$ cat config.mk
export PLATFORM = sky130hd
export DESIGN_NAME = subtractor8bit_serial_flat
export DESIGN_NICKNAME = d
export VERILOG_FILES = /design/src/rtl/subtractor8bit_serial_if.sv /design/src/rtl/subtractor8bit_serial.sv /design/src/flat_wrapper.sv
export SDC_FILE = /design/constraint.sdc
export NUM_CORES = 1
export LEC_CHECK = 0
export CAP_MARGIN = 20
export CORE_MARGIN = 1
export CORE_UTILIZATION = 56
export DETAILED_ROUTE_END_ITERATION = 10
export GPL_ROUTABILITY_DRIVEN = 0
export MAX_ROUTING_LAYER = met4
export PLACE_DENSITY = 0.83
export SYNTH_ARGS = -nofsm -noshare
export SYNTH_HDL_FRONTEND = slang
export SYNTH_SLANG_ARGS = --single-unit
$ cat constraint.sdc
create_clock -name clk -period 2.8 [get_ports clk]
set_clock_uncertainty 0.05 [all_clocks]
set_input_delay 0.28 -clock clk [delete_from_list [all_inputs] [get_ports clk]]
set_output_delay 0.28 -clock clk [all_outputs]
set_load 0.01 [all_outputs]
$ cat src/rtl/subtractor8bit_serial_if.sv
// Handshake and operand/result bundle for the bit-serial 8-bit subtractor.
interface subtractor8bit_serial_if;
  logic       start;
  logic [7:0] a;
  logic [7:0] b;
  logic       busy;
  logic       done;
  logic [7:0] diff;
  logic       borrow;
  logic       overflow;

  modport master (output start, a, b, input busy, done, diff, borrow, overflow);
  modport slave  (input start, a, b, output busy, done, diff, borrow, overflow);
endinterface

$ cat src/rtl/subtractor8bit_serial.sv
// Bit-serial 8-bit subtractor: one full-subtractor cell plus a borrow flop, LSB first.
// Optional SUB_SATURATE_EN clamps diff to 0x7F/0x80 on signed overflow.
module subtractor8bit_serial (
  input  logic                      clk,
  input  logic                      reset,
  subtractor8bit_serial_if.slave    sub
);

  typedef enum logic [1:0] {IDLE = 2'd0, RUN = 2'd1, DONE = 2'd2} state_t;

  state_t     state, state_nx;
  logic [7:0] a_sr, b_sr, res_sr;
  logic       bor;
  logic [2:0] cnt;
  logic [7:0] diff_q;
  logic       borrow_q, overflow_q;

  logic       accept, last, d, bor_nx, ovf_nx;
  logic [7:0] raw, res_out;
  logic       busy_c, done_c;

  // Single full-subtractor cell; at bit 7 the operand LSBs are the original sign bits.
  always_comb begin
    accept = 1'b0;
    last   = 1'b0;
    d      = a_sr[0] ^ b_sr[0] ^ bor;
    bor_nx = (~a_sr[0] & b_sr[0]) | (~(a_sr[0] ^ b_sr[0]) & bor);
    raw    = {d, res_sr[7:1]};
    ovf_nx = (a_sr[0] != b_sr[0]) && (raw[7] != a_sr[0]);
    if (sub.start && state != RUN) accept = 1'b1;
    if (state == RUN && cnt == 3'd7) last = 1'b1;
`ifdef SUB_SATURATE_EN
    res_out = ovf_nx ? (a_sr[0] ? 8'h80 : 8'h7F) : raw;
`else
    res_out = raw;
`endif
  end

  always_ff @(posedge clk or posedge reset) begin
    if (reset) state <= IDLE;
    else       state <= state_nx;
  end

  always_comb begin
    state_nx = state;
    busy_c   = 1'b0;
    done_c   = 1'b0;
    case (state)
      IDLE: if (sub.start) state_nx = RUN;
      RUN: begin
        busy_c = 1'b1;
        if (cnt == 3'd7) state_nx = DONE;
      end
      DONE: begin
        done_c   = 1'b1;
        state_nx = sub.start ? RUN : IDLE;
      end
      default: state_nx = IDLE;
    endcase
  end

  always_ff @(posedge clk or posedge reset) begin
    if (reset) begin
      a_sr       <= 8'h00;
      b_sr       <= 8'h00;
      res_sr     <= 8'h00;
      bor        <= 1'b0;
      cnt        <= 3'd0;
      diff_q     <= 8'h00;
      borrow_q   <= 1'b0;
      overflow_q <= 1'b0;
    end else begin
      if (accept) begin
        a_sr   <= sub.a;
        b_sr   <= sub.b;
        res_sr <= 8'h00;
        bor    <= 1'b0;
        cnt    <= 3'd0;
      end else if (state == RUN) begin
        a_sr   <= {1'b0, a_sr[7:1]};
        b_sr   <= {1'b0, b_sr[7:1]};
        res_sr <= raw;
        bor    <= bor_nx;
        cnt    <= cnt + 3'd1;
      end
      // Visible results move only when an operation completes.
      if (last) begin
        diff_q     <= res_out;
        borrow_q   <= bor_nx;
        overflow_q <= ovf_nx;
      end
    end
  end

  assign sub.busy     = busy_c;
  assign sub.done     = done_c;
  assign sub.diff     = diff_q;
  assign sub.borrow   = borrow_q;
  assign sub.overflow = overflow_q;

endmodule

$ cat src/flat_wrapper.sv
// flat-port wrapper written by rule: the top's interface ports become plain ports
module subtractor8bit_serial_flat 
  (clk, reset, sub_start, sub_a, sub_b, sub_busy, sub_done, sub_diff, sub_borrow, sub_overflow);
  subtractor8bit_serial_if sub_i ();
  input  logic clk;
  input  logic reset;
  input wire logic [$bits(sub_i.start)-1:0] sub_start;
  input wire logic [$bits(sub_i.a)-1:0] sub_a;
  input wire logic [$bits(sub_i.b)-1:0] sub_b;
  output wire logic [$bits(sub_i.busy)-1:0] sub_busy;
  output wire logic [$bits(sub_i.done)-1:0] sub_done;
  output wire logic [$bits(sub_i.diff)-1:0] sub_diff;
  output wire logic [$bits(sub_i.borrow)-1:0] sub_borrow;
  output wire logic [$bits(sub_i.overflow)-1:0] sub_overflow;
  assign sub_i.start = sub_start;
  assign sub_i.a = sub_a;
  assign sub_i.b = sub_b;
  assign sub_busy = sub_i.busy;
  assign sub_done = sub_i.done;
  assign sub_diff = sub_i.diff;
  assign sub_borrow = sub_i.borrow;
  assign sub_overflow = sub_i.overflow;
  subtractor8bit_serial u_core (.clk(clk), .reset(reset), .sub(sub_i));
endmodule
==> results by group <==
Finish
  – ANT cells: 0
  – Share of cells above drive strength 1: 34.57%
  – # nets final: 184
  – Syn-to-layout area delta: 21.60%

Timing
  – Final worst-path cycle share: 69.16%
  – Slew @ Worst Pin: 0.5533 ns
  – Slew Limit Fails: 0
  – Fmax achieved: 516.4 MHz
  – RSZ-0062 raised after global routing: no
  – Final hold vios: 0
  – Setup TNS: 0 ns
  – Worst slew margin: 63.00%
  – Final-report setup violation count: 0
  – Minimum clock period: 1.936 ns
  – Final hold slack: 0.1998 ns

Synthesis
  – Most instantiated cells after synthesis: dfrtp_1, mux2_2, mux2_4
  – Post-synth EDFFs: 0
  – Count of different cell masters after synthesis: 19
  – Avg Cell Area, Syn: 14.53 sq um
  – Seq cells post-synth: 39
  – Area leader, netlist: dfrtp_1
  – Register area share after synthesis: 52.49%
  – Top_reg_cell synth: dfrtp_1
  – Main area contributors after synthesis: dfrtp_1, mux2_2, mux2_4, mux2i_1, nor2b_1
  – Synth async-reset ratio: 100.0%
  – Cells after Synth: 128
  – Post-synthesis net count: 151
  – Most frequent cell after synthesis: dfrtp_1
  – Ys Warns: 0
  – Area of the mapped netlist: 1859 sq um
  – Synth top area share: 52.49%

Run status
  – Outcome: finished, final reports clean

Detailed routing
  – Met2 wire len: 1417 microns
  – Post-DRT Antenna Nets: 0
  – Wirelength, routed: 2872 microns
  – M1 WL: 1312 microns
  – DRT iter0 DRCs: 23
  – DRC errors left: 0
  – Router iterations before antenna repair: 4
  – Met3 wire length: 104 microns
  – Vias per cell: 5.019
  – Via count: 1034
  – Drt wl/cell: 13.94 microns
  – Top layer reached by signal wires: met4

Floorplanning
  – Top-level I/O count: 31
  – Rows: 20
  – Die area: 3555 sq um
  – Width of the die: 59.62 microns
  – Starting density of the core: 59.92%
  – Core outline area: 3103 sq um
  – Die height: 59.62 microns

Worst setup path
  – Critical Path End Type: output port
  – Crit path DAT: 1.61 ns
  – Worst EP required: 2.47 ns
  – Worst path bufs/invs: 2
  – Setup CP Type: reg -> out
  – Worst path max stage delay: 0.56 ns
  – CP top delay family: buffers and inverters
  – Reg2reg start: u_core.cnt[0]
  – Critical Path Fanout Max: 4
  – CP max stage cell: clkdlybuf4s50_1
  – Reg-to-reg slack, setup: 0.99 ns
  – Reg2reg end: u_core.sub.diff[2]
  – CP Cell Sequence: nand2b_1, inv_1, clkdlybuf4s50_1
  – Crit path launch type: flop
  – FF-to-FF path depth: 4

Clock network
  – Worst-path clk slew: 0.11 ns
  – Post-CTS setup buffer count: 0
  – Hold Buf Count CTS: 0
  – Post-CTS sizing: 0
  – CTS tree: built
  – CTS Buf Count: 5
  – Clk sink count: 39
  – H-tree depth: 2
  – Max clock buf depth: 2
  – CTS Root Cell: clkbuf_4
  – Worst-Skew Late Latency: 0.34 ns

Global routing
  – Largest net degree at the start of global routing: 29
  – Grt ovf: 0
  – Vias in the first global route: 1164
  – First-pass GRT wire length: 5057 microns
  – GRT Util Overall: 20.39%
  – Antenna violations before repair: 0

Power and ir drop
  – Max IR drop VDD: 0.0005119 V
  – Static leakage: 1.069 nW
  – Cell Pwr Density: 1013 nW/um^2

Placement
  – Detailed placer's ending HPWL: 1947 microns
  – IO Port Bufs: 30

Min path
  – Hold WC Path Type: in -> async

Flow run
  – Max_cap viols: 0
==> power by group <==
part | total [mW] | internal (mW) | switching, mW
registers | 0.954 | 0.811 | 0.144
logic | 0.946 | 0.597 | 0.350
clock network | 0.389 | 0.211 | 0.178
total | 2.29 | 1.62 | 0.671
==> through the flow <==
step / util [%] / cell area (sq um) / total power, mW / instances / setup slack, ns
floorplan: - / 1859 / 1.643 / 128 / 1.224
global placement: 70.08 / 2175 / 1.879 / 198 / 0.9414
detailed placement: 70.08 / 2175 / 1.922 / 198 / 0.9058
CTS: 72.86 / 2261 / 2.322 / 206 / 0.8461
global route: 72.86 / 2261 / 2.446 / 206 / 0.7645
finish: 72.86 / 2261 / 2.290 / 206 / 0.8636
==> per-layer routing <==
metal | GRT usage [%] | vias up
li1 | - | 500
met1 | 23.10 | 510
met2 | 34.51 | 20
met3 | 6.550 | 4
met4 | 5.980 | 0
met5 | - | -
==> cell families (layout without fill, tap and decap cells) <==
group                    Yosys count  in the layout  synth area share, %
AO/OA/AOI/OAI                      2              2               0.8751
flip-flops                        39             39                52.49
multiplexers                      50             50                32.37
XOR/XNOR                           1              1               0.4711
adder cells (fa/ha/maj)            4              4                3.096
AND/OR/NAND/NOR                   17             17                5.720
buffers and inverters             15             49                4.979
==> worst max path at each step <==
stage | depth (start not counted) | slack [ns] | start | endpoint
floorplan | 5 | 1.22 | u_core.cnt[0] | u_core.sub.diff[0]
global placement | 4 | 0.94 | sub_start | u_core.b_sr[0]
detailed placement | 4 | 0.91 | sub_start | u_core.b_sr[3]
CTS | 3 | 0.85 | u_core.state[1] | sub_busy
global route | 3 | 0.76 | u_core.state[1] | sub_busy
finish | 3 | 0.86 | u_core.state[1] | sub_busy
==> placed cells by master (no fill, tap or decap), types with 2 or more instances in the layout <==
master / netlist / layout
dfrtp_1: 39 / 39
nor2_1: 2 / 2
nand2b_1: 3 / 3
mux2_2: 33 / 33
and2b_1: 3 / 3
mux2_4: 12 / 12
buf_4: 2 / 3
clkdlybuf4s50_1: 0 / 30
nor2b_1: 8 / 8
inv_1: 8 / 8
ha_1: 3 / 3
clkbuf_4: 0 / 5
mux2i_1: 5 / 5
==> cell type report <==
cell class                      instances  area [sq um]
Clock buffer                            6         51.30
Inverter                                8         30.03
Clock inverter                          2         35.03
Fill cell                             227         842.1
Timing Repair Buffer                   33         322.8
Tap cell                               44         55.05
Multi-Input combinational cell         74         790.8
Sequential cell                        39         975.9
==> flip-flops by register name (all words and copies together) (netlist names) <==
signal / cells
u_core.a_sr: 8
u_core.b_sr: 8
u_core.sub.diff: 8
u_core.res_sr: 7
u_core.cnt: 3
u_core.state: 2
u_core.bor: 1
u_core.sub.borrow: 1
u_core.sub.overflow: 1
(Power assumes the default switching activity.)
